===== src/rtl/ndp_pkg.sv =====
// Shared definitions for the NDP layer sequencer: FSM encoding, core geometry
// and the width of a queued job record.
package ndp_pkg;

   typedef enum logic [2:0] {
      ST_IDLE   = 3'd0,
      ST_ARM    = 3'd1,
      ST_STREAM = 3'd2,
      ST_DRAIN  = 3'd3,
      ST_DONE   = 3'd4
   } seq_state_t;

   // Core geometry; one last-layer result is SYS_W*ARR_W*ARR_H*WIDTH bits.
   localparam int CORE_SYS_W = 8;
   localparam int CORE_ARR_W = 4;
   localparam int CORE_ARR_H = 4;
   localparam int CORE_WIDTH = 32;

   function automatic int calc_out_beats(input int sys_w, input int arr_w,
                                         input int arr_h, input int width);
      return (sys_w * arr_w * arr_h * width) / 32;
   endfunction

   localparam int DEF_OUT_BEATS  = calc_out_beats(CORE_SYS_W, CORE_ARR_W, CORE_ARR_H, CORE_WIDTH);
   localparam int DEF_MAX_LAYERS = 8;
   localparam int DEF_LAYER_W    = 4;
   localparam int DEF_ID_W       = 4;
   localparam int DEF_JOB_DEPTH  = 4;
   localparam int DEF_BEAT_W     = 16;

   // Job record layout (MSB first): {id, layers, relu_mask}.
   function automatic int job_rec_w(input int id_w, input int layer_w, input int max_layers);
      return id_w + layer_w + max_layers;
   endfunction

endpackage


===== src/rtl/ndp_job_fifo.sv =====
// Small synchronous job queue with first-word-fall-through read; a push while
// full is dropped regardless of a simultaneous pop.
module ndp_job_fifo #(
   parameter int DEPTH = 4,
   parameter int WIDTH = 16
) (
   input  logic             clk,
   input  logic             reset,
   input  logic             push,
   input  logic [WIDTH-1:0] push_data,
   input  logic             pop,
   output logic [WIDTH-1:0] pop_data,
   output logic             full,
   output logic             empty
);

   localparam int AW = (DEPTH > 1) ? $clog2(DEPTH) : 1;

   logic [WIDTH-1:0] mem [DEPTH];
   logic [AW:0]      wr_ptr_reg;
   logic [AW:0]      rd_ptr_reg;
   logic             do_push;
   logic             do_pop;

   // Extra pointer bit distinguishes full from empty when the indices match.
   assign full     = (wr_ptr_reg[AW] != rd_ptr_reg[AW]) &&
                     (wr_ptr_reg[AW-1:0] == rd_ptr_reg[AW-1:0]);
   assign empty    = (wr_ptr_reg == rd_ptr_reg);
   assign do_push  = push && !full;
   assign do_pop   = pop && !empty;
   assign pop_data = mem[rd_ptr_reg[AW-1:0]];

   always_ff @(posedge clk) begin
      if (do_push) begin
         mem[wr_ptr_reg[AW-1:0]] <= push_data;
      end
   end

   always_ff @(posedge clk or posedge reset) begin
      if (reset) begin
         wr_ptr_reg <= '0;
         rd_ptr_reg <= '0;
      end else begin
         if (do_push) wr_ptr_reg <= wr_ptr_reg + 1'b1;
         if (do_pop)  rd_ptr_reg <= rd_ptr_reg + 1'b1;
      end
   end

endmodule


===== src/rtl/ndp_layer_sequencer.sv =====
// Queues multi-layer jobs and steps a single NDP core through them, one read
// trigger toggle per layer, tracking progress from the core's stream handshakes.
module ndp_layer_sequencer
   import ndp_pkg::*;
#(
   parameter int MAX_LAYERS = DEF_MAX_LAYERS,
   parameter int LAYER_W    = DEF_LAYER_W,
   parameter int ID_W       = DEF_ID_W,
   parameter int JOB_DEPTH  = DEF_JOB_DEPTH,
   parameter int OUT_BEATS  = DEF_OUT_BEATS,
   parameter int BEAT_W     = DEF_BEAT_W
) (
   input  logic                  clk,
   input  logic                  reset,
   input  logic                  job_valid,
   output logic                  job_ready,
   input  logic [ID_W-1:0]       job_id,
   input  logic [LAYER_W-1:0]    job_layers,
   input  logic [MAX_LAYERS-1:0] job_relu_mask,
   output logic                  ndp_is_relu,
   output logic                  ndp_is_last,
   output logic                  ndp_read_trigger,
   input  logic                  mon_s_tvalid,
   input  logic                  mon_s_tready,
   input  logic                  mon_s_tlast,
   input  logic                  mon_m_tvalid,
   input  logic                  mon_m_tready,
   input  logic                  mon_m_tlast,
   output logic                  done_valid,
   output logic [ID_W-1:0]       done_id,
   output logic [BEAT_W-1:0]     done_beats,
   output logic                  done_err,
   output logic                  busy
);

   localparam int REC_W = job_rec_w(ID_W, LAYER_W, MAX_LAYERS);
   localparam int OBW   = BEAT_W + 1;
   localparam logic [LAYER_W-1:0] MAX_L          = LAYER_W'(MAX_LAYERS);
   localparam logic [OBW-1:0]     OUT_BEATS_C    = OBW'(OUT_BEATS);

   seq_state_t state_reg, state_next;

   logic [REC_W-1:0]      push_rec;
   logic [REC_W-1:0]      pop_rec;
   logic                  fifo_full;
   logic                  fifo_empty;
   logic                  fifo_pop;
   logic [ID_W-1:0]       pop_id;
   logic [LAYER_W-1:0]    pop_layers;
   logic [MAX_LAYERS-1:0] pop_mask;
   logic                  layers_ok;

   logic                  s_acc, s_last, m_acc, m_last;

   logic [ID_W-1:0]       id_reg, id_next;
   logic [LAYER_W-1:0]    layers_reg, layers_next;
   logic [MAX_LAYERS-1:0] mask_reg, mask_next;
   logic [LAYER_W-1:0]    layer_idx_reg, layer_idx_next;
   logic [BEAT_W-1:0]     beats_reg, beats_next;
   logic [BEAT_W-1:0]     out_cnt_reg, out_cnt_next;
   logic                  err_reg, err_next;
   logic                  is_relu_reg, is_relu_next;
   logic                  is_last_reg, is_last_next;
   logic                  trigger_reg, trigger_next;
   logic                  done_valid_reg, done_valid_next;
   logic [ID_W-1:0]       done_id_reg, done_id_next;
   logic [BEAT_W-1:0]     done_beats_reg, done_beats_next;
   logic                  done_err_reg, done_err_next;

   logic [MAX_LAYERS-1:0] mask_shift;
   logic [OBW-1:0]        out_cnt_plus;
   logic                  err_acc;
   logic                  err_fin;

   assign push_rec   = {job_id, job_layers, job_relu_mask};
   assign pop_id     = pop_rec[REC_W-1 -: ID_W];
   assign pop_layers = pop_rec[MAX_LAYERS +: LAYER_W];
   assign pop_mask   = pop_rec[MAX_LAYERS-1:0];
   assign layers_ok  = (pop_layers != '0) && (pop_layers <= MAX_L);
   assign fifo_pop   = (state_reg == ST_IDLE) && !fifo_empty;
   assign job_ready  = !fifo_full;

   assign s_acc  = mon_s_tvalid && mon_s_tready;
   assign s_last = s_acc && mon_s_tlast;
   assign m_acc  = mon_m_tvalid && mon_m_tready;
   assign m_last = m_acc && mon_m_tlast;

   ndp_job_fifo #(
      .DEPTH (JOB_DEPTH),
      .WIDTH (REC_W)
   ) u_job_fifo (
      .clk       (clk),
      .reset     (reset),
      .push      (job_valid),
      .push_data (push_rec),
      .pop       (fifo_pop),
      .pop_data  (pop_rec),
      .full      (fifo_full),
      .empty     (fifo_empty)
   );

   always_ff @(posedge clk or posedge reset) begin
      if (reset) begin
         state_reg      <= ST_IDLE;
         id_reg         <= '0;
         layers_reg     <= '0;
         mask_reg       <= '0;
         layer_idx_reg  <= '0;
         beats_reg      <= '0;
         out_cnt_reg    <= '0;
         err_reg        <= 1'b0;
         is_relu_reg    <= 1'b0;
         is_last_reg    <= 1'b0;
         trigger_reg    <= 1'b0;
         done_valid_reg <= 1'b0;
         done_id_reg    <= '0;
         done_beats_reg <= '0;
         done_err_reg   <= 1'b0;
      end else begin
         state_reg      <= state_next;
         id_reg         <= id_next;
         layers_reg     <= layers_next;
         mask_reg       <= mask_next;
         layer_idx_reg  <= layer_idx_next;
         beats_reg      <= beats_next;
         out_cnt_reg    <= out_cnt_next;
         err_reg        <= err_next;
         is_relu_reg    <= is_relu_next;
         is_last_reg    <= is_last_next;
         trigger_reg    <= trigger_next;
         done_valid_reg <= done_valid_next;
         done_id_reg    <= done_id_next;
         done_beats_reg <= done_beats_next;
         done_err_reg   <= done_err_next;
      end
   end

   always_comb begin
      state_next = state_reg;
      case (state_reg)
         ST_IDLE:   if (!fifo_empty) state_next = layers_ok ? ST_ARM : ST_DONE;
         ST_ARM:    state_next = ST_STREAM;
         ST_STREAM: if (s_last) state_next = is_last_reg ? ST_DRAIN : ST_ARM;
         ST_DRAIN:  if (m_last) state_next = ST_DONE;
         ST_DONE:   state_next = ST_IDLE;
         default:   state_next = ST_IDLE;
      endcase
   end

   always_comb begin
      id_next         = id_reg;
      layers_next     = layers_reg;
      mask_next       = mask_reg;
      layer_idx_next  = layer_idx_reg;
      beats_next      = beats_reg;
      out_cnt_next    = out_cnt_reg;
      is_relu_next    = is_relu_reg;
      is_last_next    = is_last_reg;
      trigger_next    = trigger_reg;
      done_valid_next = 1'b0;
      done_id_next    = done_id_reg;
      done_beats_next = done_beats_reg;
      done_err_next   = done_err_reg;
      mask_shift      = mask_reg >> layer_idx_reg;
      out_cnt_plus    = {1'b0, out_cnt_reg} + OBW'(1);
      // Result beats outside DRAIN mean the core and sequencer disagree.
      err_acc         = err_reg || (m_acc && (state_reg != ST_DRAIN));
      err_fin         = err_acc || (out_cnt_plus != OUT_BEATS_C);
      err_next        = err_acc;

      case (state_reg)
         ST_IDLE: begin
            if (!fifo_empty) begin
               id_next        = pop_id;
               layers_next    = pop_layers;
               mask_next      = pop_mask;
               layer_idx_next = '0;
               beats_next     = '0;
               out_cnt_next   = '0;
               err_next       = !layers_ok;
               if (!layers_ok) begin
                  done_valid_next = 1'b1;
                  done_id_next    = pop_id;
                  done_beats_next = '0;
                  done_err_next   = 1'b1;
               end
            end
         end
         ST_ARM: begin
            is_relu_next = mask_shift[0];
            is_last_next = (layer_idx_reg == (layers_reg - LAYER_W'(1)));
            trigger_next = !trigger_reg;
         end
         ST_STREAM: begin
            if (s_acc && (beats_reg != '1)) beats_next = beats_reg + 1'b1;
            if (s_last && !is_last_reg) layer_idx_next = layer_idx_reg + 1'b1;
         end
         ST_DRAIN: begin
            if (m_acc && (out_cnt_reg != '1)) out_cnt_next = out_cnt_reg + 1'b1;
            if (m_last) begin
               err_next        = err_fin;
               done_valid_next = 1'b1;
               done_id_next    = id_reg;
               done_beats_next = beats_reg;
               done_err_next   = err_fin;
            end
         end
         default: begin
         end
      endcase
   end

   assign ndp_is_relu      = is_relu_reg;
   assign ndp_is_last      = is_last_reg;
   assign ndp_read_trigger = trigger_reg;
   assign done_valid       = done_valid_reg;
   assign done_id          = done_id_reg;
   assign done_beats       = done_beats_reg;
   assign done_err         = done_err_reg;
   assign busy             = (state_reg != ST_IDLE);

endmodule

===== config.mk =====
export PLATFORM = sky130hd
export DESIGN_NAME = ndp_layer_sequencer
export DESIGN_NICKNAME = d
export VERILOG_FILES = /design/src/rtl/ndp_pkg.sv /design/src/rtl/ndp_job_fifo.sv /design/src/rtl/ndp_layer_sequencer.sv
export SDC_FILE = /design/constraint.sdc
export NUM_CORES = 1
export LEC_CHECK = 0
export ABC_AREA = 1
export BUFFER_PORTS_ARGS = -buffer_cell sky130_fd_sc_hd__buf_4
export CORE_AREA = 2 2 112 114
export DETAILED_ROUTE_END_ITERATION = 6
export DIE_AREA = 0 0 114 116
export PLACE_DENSITY = 0.87
export SYNTH_ARGS = -nofsm -noshare
export SYNTH_HDL_FRONTEND = slang
export SYNTH_HIERARCHICAL = 1
export SYNTH_SLANG_ARGS = --single-unit

===== constraint.sdc =====
create_clock -name clk -period 3.24 [get_ports clk]
set_clock_uncertainty 0.05 [all_clocks]
set_input_delay 0.486 -clock clk [delete_from_list [all_inputs] [get_ports clk]]
set_output_delay 0.486 -clock clk [all_outputs]
set_load 0.01 [all_outputs]

# --- Word-level counts from Yosys, hierarchy flattened ---
# Memory sizes are Yosys's and may differ from the RTL's.
# Cells that the tools add are included.
word_totals:
  out_inout_bits: 27
  mem_count: 1
  ramBits: 64
  reg_bits: 87
memory_table:
  columns: ["memory", "depth", "width", "read_ports", "rd_ports_with_merged_regs", "wr", "line_no", "source"]
  rows:
  - ["u_job_fifo.mem", 4, 16, 1, 0, 1, "ndp_job_fifo.sv:19", "logic [WIDTH-1:0] mem [DEPTH];"]
op_classes:
  n_bitwise: 1
  addsub: 7
  n_eq_ne: 18
  reduce_logical: 31
  order_cmp: 1
  mux: 35
  shifts: 1
ops:
  columns: ["operator", "n"]
  rows:
  - ["two-way mux 16 bit", 6]
  - ["case mux 16 bit (2 select lines)", 3]
  - ["adder 16 x 1 -> 16 bit (second input constant)", 2]
  - ["inequality test 16 bit (second input constant)", 2]
  - ["two-way mux 4 bit", 5]
  - ["adder 16 x 1 -> 17 bit (second input constant)", 1]
  - ["inequality test 17 x 8 -> 1 bit (second input constant)", 1]
  - ["case mux 4 bit (2 select lines)", 2]
  - ["inequality test 2 bit (second input constant)", 7]
  - ["logical AND 1 bit", 13]
  - ["two-way mux 3 bit", 4]
  - ["case mux 3 bit (4 select lines)", 1]
  - ["AND reduction 3 bit", 4]
  - ["two-way mux 1 bit", 10]
  - ["right shift 8 x 4 -> 1 bit", 1]
  - ["adder 3 x 1 -> 3 bit (second input constant)", 2]
  - ["equality test 3 x 2 -> 1 bit (second input constant)", 2]
  - ["case mux 1 bit (2 select lines)", 3]
  - ["logical NOT 1 bit", 5]
  - ["adder 4 x 1 -> 4 bit (second input constant)", 1]
  - ["equality test 4 bit", 1]
  - ["<= comparator 4 bit (second input constant)", 1]
  - ["AND reduction 4 bit", 1]
  - ["nonzero test 2 bit", 2]
  - ["13 further kinds", 14]

# --- Depth between registers and ports, before layout ---
# Gate-level depths: netlist of run 1.
depth:
  depth_word: 6
  mapped_depth: 15
  ltp_nobuf: 12

# --- Hierarchy ---
# Netlist of run 1, hierarchy kept.
modules_own_cells:
  columns: ["mod", "n_inst", "seq_area_each_um2", "cells_each", "area_per_inst_um2"]
  rows:
  - ["ndp_layer_sequencer", 1, 2026.9, 521, 4281.6]
  - ["ndp_job_fifo", 1, 2072.0, 217, 2839.0]

# --- Worst setup path after synthesis of run 1 ---
# No wires, ideal clock.
synth_path:
  kind: "register to register"
  start: "reg u_job_fifo.rd_ptr_reg[0]"
  end: "reg done_err_reg, in the netlist done_err"
  n_path_buf: 3
  setup_time_ns: 0.118
  setup_slack_ns: 1.182
  required_time_ns: 3.072
  stages_incl_launch_ff: 16
  arrival_time_ns: 1.891
  path_cell_list: "dfrtp_1 -> buf_6 -> inv_1 -> buf_2 -> nor2_1 -> o22ai_1 -> nor2_1 -> nand2_1 -> xor2_1 -> nor2_1 -> nand2_1 -> nand2_1 -> buf_4 -> nor2_1 -> o21bai_1 -> inv_1"
synth_via:
  elab_chain_cells: 5
synth_lines:
  columns: ["element", "line_no", "source"]
  rows:
  - ["from (decl)", "ndp_job_fifo.sv:21", "logic [AW:0] rd_ptr_reg;"]
  - ["from (signal assigned)", "ndp_job_fifo.sv:45", "if (do_pop) rd_ptr_reg <= rd_ptr_reg + 1'b1;"]
  - ["memory (4 x 16 bit) (*)", null, null]
  - ["named net pop_rec[9]", "ndp_layer_sequencer.sv:44", "logic [REC_W-1:0] pop_rec;"]
  - ["<= comparator 4 bit / nonzero test 4 bit (equally long branches)", "ndp_layer_sequencer.sv:79", "assign layers_ok = (pop_layers != '0) && (pop_layers <= MAX_L);"]
  - ["logical AND 1 bit (*)", "ndp_layer_sequencer.sv:79", null]
  - ["inequality test 2 bit (no source line) (*)", null, null]
  - ["AND reduction 4 bit (no source line) (*)", null, null]
  - ["to (signal assigned)", "ndp_layer_sequencer.sv:134", "done_err_reg <= done_err_next;"]
  - ["to (decl)", "ndp_layer_sequencer.sv:68", "logic done_err_reg, done_err_next;"]
# Mark *: on every way through the listed nets, which the timed path passes. The rest lies on a longest branch.
# A chain may end at the register's enable or synchronous reset.

# --- Final worst setup path of run 1 ---
layout_path:
  start: "reg u_job_fifo.rd_ptr_reg[1]"
  end: "reg done_beats_reg[7], in the netlist done_beats[7]"
layout_via:
  elab_chain_cells: 5
layout_lines:
  columns: ["element", "line_no", "source"]
  rows:
  - ["memory (4 x 16 bit) (*)", null, null]
  - ["named net pop_rec[9]", "ndp_layer_sequencer.sv:44", null]
  - ["<= comparator 4 bit / nonzero test 4 bit (equally long branches)", "ndp_layer_sequencer.sv:79", null]
  - ["logical AND 1 bit (*)", "ndp_layer_sequencer.sv:79", null]
  - ["inequality test 2 bit (no source line) (*)", null, null]
  - ["AND reduction 4 bit (no source line) (*)", null, null]
  - ["to (signal assigned)", "ndp_layer_sequencer.sv:133", "done_beats_reg <= done_beats_next;"]
  - ["to (decl)", "ndp_layer_sequencer.sv:67", "logic [BEAT_W-1:0] done_beats_reg, done_beats_next;"]
# Marked as above.

==> results of run 1 <==
-- layer usage --
| metal | routed length, um | track usage | part of all wire | vias up |
|---|---|---|---|---|
| met1 | 5980 | 0.283 | 0.39 | 2615 |
| met5 | 0 | 0 | 0 | - |
| li1 | - | - | - | 2601 |
| met4 | 322 | 0.0967 | 0.021 | 0 |
| met3 | 936 | 0.0544 | 0.061 | 41 |
| met2 | 8030 | 0.443 | 0.53 | 207 |
-- where the power goes --
group,switching (mW),total [mW],internal [mW],leakage (nW)
Sequential,0.263,2.70,2.44,1.73
Combinational,1.66,2.46,0.798,1.57
Clock,0.843,1.85,1.01,0.269
Total,2.77,7.02,4.25,3.57
-- Yosys cell counts (7+ instances only) --
cell type / number / area, um2
o21ai_0: 49 / 245
a21oi_1: 7 / 35.0
nand2_2: 9 / 56.3
dfrtp_1: 87 / 2180
ha_1: 9 / 113
inv_2: 11 / 41.3
nand3_1: 30 / 150
edfxtp_1: 64 / 1920
nor2_1: 83 / 312
nand4_1: 11 / 68.8
o21ai_2: 9 / 78.8
a22o_1: 13 / 114
o21ai_1: 16 / 80.1
buf_2: 7 / 35.0
o22ai_1: 16 / 100
nand2_1: 179 / 672
inv_1: 56 / 210
xor2_1: 18 / 158
-- repair_timing --
| item | in CTS | in global routing |
|---|---|---|
| hold buffers | 1 | 0 |
| gates resized for setup | 0 | 0 |
| hold endpoints to repair | 6 | 0 |
-- metrics by stage --
stage          power (mW)  worst slack [ns]
6_report             7.02             0.532
5_1_grt              7.43             0.356
2_1_floorplan        4.51             0.624
4_1_cts              7.02             0.571
3_5_place_dp         5.13             0.638
3_3_place_gp         4.98             0.748
-- cell type report --
type / count / area (um2) / share of cell area
inverters: 68 / 259 / 0.0315
clock buffers: 17 / 425 / 0.0518
well taps: 147 / 184 / 0.0224
flip-flops and latches: 151 / 4100 / 0.499
clock inverters: 15 / 131 / 0.0160
multi-input cells: 499 / 2640 / 0.321
repair buffers: 63 / 475 / 0.0579
-- final timing paths --
kind	startpoint	end	slack, ns	cells past startpoint
worst max-delay path	u_job_fifo/rd_ptr_reg[1]	done_beats[7]	0.53	11
worst min-delay path	job_relu_mask[5]	u_job_fifo/mem[2][5]	0.20	1
worst max register to register	u_job_fifo/rd_ptr_reg[1]	done_beats[7]	0.53	11
worst min register to register	mask_reg[5]	mask_reg[5]	0.43	2
max in group asynchronous	reset	beats_reg[4]	1.73	4
min in group asynchronous	reset	u_job_fifo/rd_ptr_reg[0]	0.51	3
-- cells by family (layout without fill, tap and decap cells) --
logic type,count (synthesis),in the layout,share of synthesized area
adder cells (fa/ha/maj),9,9,0.0158
XOR/XNOR,25,25,0.0334
AND/OR/NAND/NOR,340,340,0.213
AO/OA/AOI/OAI,125,125,0.109
flip-flops,151,151,0.576
buffers and inverters,88,163,0.0539
==> results by group, run 1 <==
Route
  • First-pass DRT Iterations: 6
  • Antenna Nets Post-Route: 0
  • Per-cell routed wire length: 15.9 um
  • Routed WL: 15300 um
  • DR vias: 5464
  • Post-route DRC violation count: 0
  • Via density per instance: 5.69
  • DRC marker count from the first detailed-route iteration: 528

Yosys
  • Post-Synthesis Mean Instance Area: 9.65 um2
  • Post-synth top flop: dfrtp_1
  • Share of the yosys chip area belonging to registers: 0.576
  • Gate count of the mapped netlist: 738
  • Async set-or-reset flop fraction in the synthesized netlist: 0.576
  • Post-Synthesis Net Count: 772
  • Yosys warning count: 6
  • Number of synthesized flops with an enable pin: 64
  • Number of storage elements in the synthesis netlist: 151
  • Number of library cell types mapped by synthesis: 47
  • Post-synthesis instance area: 7120 um2

Layout
  • Post-layout nets: 834
  • Final std cell area, no fill: 8210 um2
  • Number of inserted filler cells in the final layout: 838
  • Most common cell after layout, fill and taps aside: nand2_1
  • Post-Layout Cell Count: 960
  • Antenna diodes: 0
  • P&R area growth vs syn: 15.3%
  • Most frequent cells in the layout: nand2_1, dfrtp_1, nor2_1
  • Fraction of layout instances using a drive strength above 1: 0.176
  • Final core occ: 0.689
  • Flip-flop count of the largest register, all copies and words added: 64

Job
  • Number of max-cap violations: 0

Pwr
  • LEAKAGE: 3.57 nW
  • Pwr dens: 854 nW/um2
  • VDD IR-drop max: 0.000599 V

Clock tree
  • Worst skew pair latency: 0.43 ns
  • Setup bufs post-CTS: 0
  • Clock-pin slew on the worst setup and hold paths: 0.06 ns
  • Buffer cell driving the clock tree root: clkbuf_16
  • Clock tree from TritonCTS: done
  • Clock sink total: 151
  • Deepest clock path buffer count: 2
  • H-tree depth: 4
  • Total clock buffers created by CTS: 17

Critical path
  • Worst path required time: 3.50 ns
  • Critical Path Fanout Max: 20
  • Path type of the worst setup path: flip-flop to flip-flop
  • Startpoint kind of the worst setup timing path: flip-flop
  • Max incr delay on CP: 0.79 ns
  • Crit path buffers/inverters: 2
  • Cell class contributing the biggest share of worst-path delay: flip-flops
  • Kind of capture point of the worst setup path: flip-flop
  • Signal arrival time at the worst endpoint: 2.97 ns
  • Cell Chain, Critical Path: inv_4, o21ai_0, o22ai_1, nor2_1, nand2_1, xor2_1, nor2_1, nand2_1, nand2_1, inv_2, a22o_1
  • Slowest cell on the critical path: dfrtp_1
  • Most common cell type on the critical path: nand2_1

Floorplan
  • I/O pins: 52
  • Number of placement rows: 40
  • Area of the core: 11900 um2
  • Die width: 114 um
  • Die Footprint: 13200 um2
  • Initial core utilization: 0.598
  • Die Ht: 116 um

Global route
  • First-pass GRT wire length: 25000 um
  • Number of antenna violations at the first check in global routing: 0
  • Vias in the first global route: 5392
  • Gr usage total: 0.244
  • Maximum number of pins on one net before global-route repair: 44
  • Global-route congestion overflow total: 0

Min path
  • Class of the worst hold path: primary input to flip-flop

Run status
  • Result of the run: completed

STA
  • Final number of setup-violating endpoints: 0
  • Period utilization: 0.836
  • Period minus WS final: 2.71 ns
  • Max Clock Freq: 369 MHz
  • Final hold slack: 0.205 ns
  • Slew at the pin closest to its max-slew limit: 0.729 ns
  • Unrepaired setup endpoints after global routing: false
  • Number of hold violations in the final report: 0
  • Max-slew violation total from the final report: 0
  • Worst slew margin: 0.514
  • Setup TNS: 0 ns

Place
  • Total placed cells including tap cells: 927
  • Dpl hpwl: 10200 um
  • Input/output buffers: 51
  • Cell area reported after detailed placement: 7640 um2
  • Last weighted congestion value of the routability-driven placer: 0.883
No activity file was read; power rests on OpenSTA's default activity.
==> run 2, diff against run 1 <==
Clock period 3.24 ns to 2.7 ns, I/O delays scaled along.
==> run 2 against run 1 <==
  * Power grew 22%
  * Critical path type unchanged
  * Cell count up 0.21%
  * Sequential power grew 19%
  * Register-to-register slack worse by 0.25 ns
  * Largest cell class unchanged
  * First-iteration DRC count decreased by 3.0%
  * Flip-flop and latch count is the same
  * Routed wire length rose by 1.5%
  * Combinational power grew 22%
  * Critical path depth increased by 1
  * Non-clock buffer count increased by 2
==> results by group, run 2 (synthesized netlist as in run 1, its figures left out) <==
Place
  • Input/output buffers: 51
  • Worst slack at placement: 0.395 ns
  • Dpl hpwl: 10500 um
  • Last weighted congestion value of the routability-driven placer: 0.891

Global route
  • First-pass GRT wire length: 25600 um
  • Maximum number of pins on one net before global-route repair: 49
  • Vias in the first global route: 5428
  • Busiest metal layer after global routing: met2
  • Gr usage total: 0.246
  • Met3 Use GR: 0.0560
  • Number of antenna violations at the first check in global routing: 0
  • Met1 Use GR: 0.300
  • Global-route congestion overflow total: 0
  • GR met2 Demand/Resource: 0.431

Critical path
  • Slowest cell on the critical path: dfrtp_1
  • Worst-case reg-to-reg path depth: 12
  • Path type of the worst setup path: flip-flop to flip-flop
  • Critical Path Fanout Max: 35
  • Startpoint kind of the worst setup timing path: flip-flop
  • Launch instance of the worst register-to-register path: u_job_fifo/rd_ptr_reg[0]
  • Cell Chain, Critical Path: buf_4, o21ai_0, o22ai_1, nor2_1, nand2_1, xor2_1, nor2_1, nand2_1, nand2_1, inv_2, nand2_1, o21ai_1
  • Max incr delay on CP: 0.36 ns
  • Signal arrival time at the worst endpoint: 2.70 ns
  • Most common cell type on the critical path: nand2_1
  • End of the worst register-to-register path: done_beats[8]
  • Worst Setup EP: done_beats[8]
  • Critical Path Source: u_job_fifo/rd_ptr_reg[0]
  • Worst path required time: 2.99 ns
  • Cell class contributing the biggest share of worst-path delay: buffers and inverters
  • Count of cell instances traversed by the critical path: 12
  • Kind of capture point of the worst setup path: flip-flop
  • Crit path buffers/inverters: 2
  • Register-to-Register Setup Slack: 0.29 ns

Job
  • Number of max-cap violations: 0

Layout
  • P&R area growth vs syn: 16.1%
  • Final core occ: 0.694
  • Flip-flop count of the largest register, all copies and words added: 64
  • Fraction of layout instances using a drive strength above 1: 0.178
  • Post-layout nets: 836
  • Most common cell after layout, fill and taps aside: nand2_1
  • Antenna diodes: 0
  • Number of inserted filler cells in the final layout: 846
  • Most frequent cells in the layout: nand2_1, dfrtp_1, nor2_1

Pwr
  • Pwr dens: 1040 nW/um2
  • LEAKAGE: 3.60 nW
  • Total power: 8.56 mW
  • VDD IR-drop max: 0.000661 V

STA
  • Unrepaired setup endpoints after global routing: false
  • Slack of the critical path: 0.287 ns
  • Period minus WS final: 2.41 ns
  • Max Clock Freq: 414 MHz
  • Setup TNS: 0 ns
  • Final number of setup-violating endpoints: 0
  • Worst slew margin: 0.589
  • Period utilization: 0.894
  • Max-slew violation total from the final report: 0
  • Slew at the pin closest to its max-slew limit: 0.615 ns
  • Number of hold violations in the final report: 0

Floorplan
  • Area of the core: 11900 um2
  • Die Footprint: 13200 um2
  • Die width: 114 um
  • Die Ht: 116 um
  • Initial core utilization: 0.598
  • Number of placement rows: 40
  • I/O pins: 52

Clock tree
  • Clock-pin slew on the worst setup and hold paths: 0.07 ns
  • Total clock buffers created by CTS: 17
  • H-tree depth: 4
  • Clock sink total: 151
  • Deepest clock path buffer count: 2
  • Clock tree from TritonCTS: done
  • Number of gates resized after cts: 0
  • Worst skew pair latency: 0.42 ns
  • Buffer cell driving the clock tree root: clkbuf_16

Route
  • Antenna Nets Post-Route: 0
  • DR vias: 5534
  • Per-cell routed wire length: 16.1 um
  • Via density per instance: 5.75
  • Post-route DRC violation count: 0
  • Routed WL: 15500 um
  • DRC marker count from the first detailed-route iteration: 512
  • First-pass DRT Iterations: 5

Run status
  • Result of the run: completed

Min path
  • Class of the worst hold path: primary input to flip-flop
  • Origin of the worst min-delay path: job_relu_mask[4]
[run 2: cell types whose count changed in the layout (fill, tap and decap cells not counted), sizes merged]
| cell | change |
|---|---|
| buf | +2 |
| clkinv | -1 |
| bufinv | +1 |
[run 2: report_power, final]
| part | switching (mW) | leakage (nW) | internal [mW] |
|---|---|---|---|
| Combinational | 2.02 | 1.59 | 0.980 |
| Sequential | 0.296 | 1.73 | 2.93 |
| Clock | 1.02 | 0.282 | 1.31 |
| Total | 3.34 | 3.60 | 5.22 |
[run 2: area by class of cell]
type / instances / area [um2] / share of cell area
clock buffer: 17 / 425 / 0.0515
clock inverter: 15 / 158 / 0.0191
inverter: 68 / 259 / 0.0313
multi-input combinational: 499 / 2640 / 0.319
sequential: 151 / 4100 / 0.496
tap: 147 / 184 / 0.0223
timing repair buffer: 65 / 503 / 0.0609
[run 2: worst min path at each step]
stage / depth (start not counted) / endpoint
after floorplan: 1 / u_job_fifo/rd_ptr_reg[0]
after global placement: 2 / u_job_fifo/wr_ptr_reg[2]
after detailed placement: 2 / u_job_fifo/wr_ptr_reg[2]
after CTS: 1 / u_job_fifo/mem[3][6]
after global routing: 1 / u_job_fifo/mem[1][5]
final: 1 / u_job_fifo/mem[1][4]
[run 2: worst register-to-register path: cells and delay by family (launching register included)]
| kind | cells | cell delay (ns) |
|---|---|---|
| compound gates | 3 | 0.51 |
| xor+xnor | 1 | 0.25 |
| buf+inv | 2 | 0.60 |
| flops | 1 | 0.36 |
| simple gates | 6 | 0.56 |
[run 2: per-stage QoR]
step                hold slack [ns]  instances  area (um2)
finish                        0.129        962        8270
detailed placement            0.321        929        7670
floorplan                     0.146        738        7120
global route                  0.124        962        8270
global placement              0.310        929        7670
CTS                           0.127        962        8270
[run 2: routing by layer]
metal  vias to the layer above  part of all wire
met5                         -                 0
met1                      2634              0.41
li1                       2623                 -
met3                        48             0.057
met4                         0             0.024
met2                       229              0.51
[run 2: what timing repair did]
action                                  CTS  global route
endpoints found under the hold margin     6             0
endpoints found under the setup margin    0             0
buffers inserted                          0             0
hold buffers                              1             0
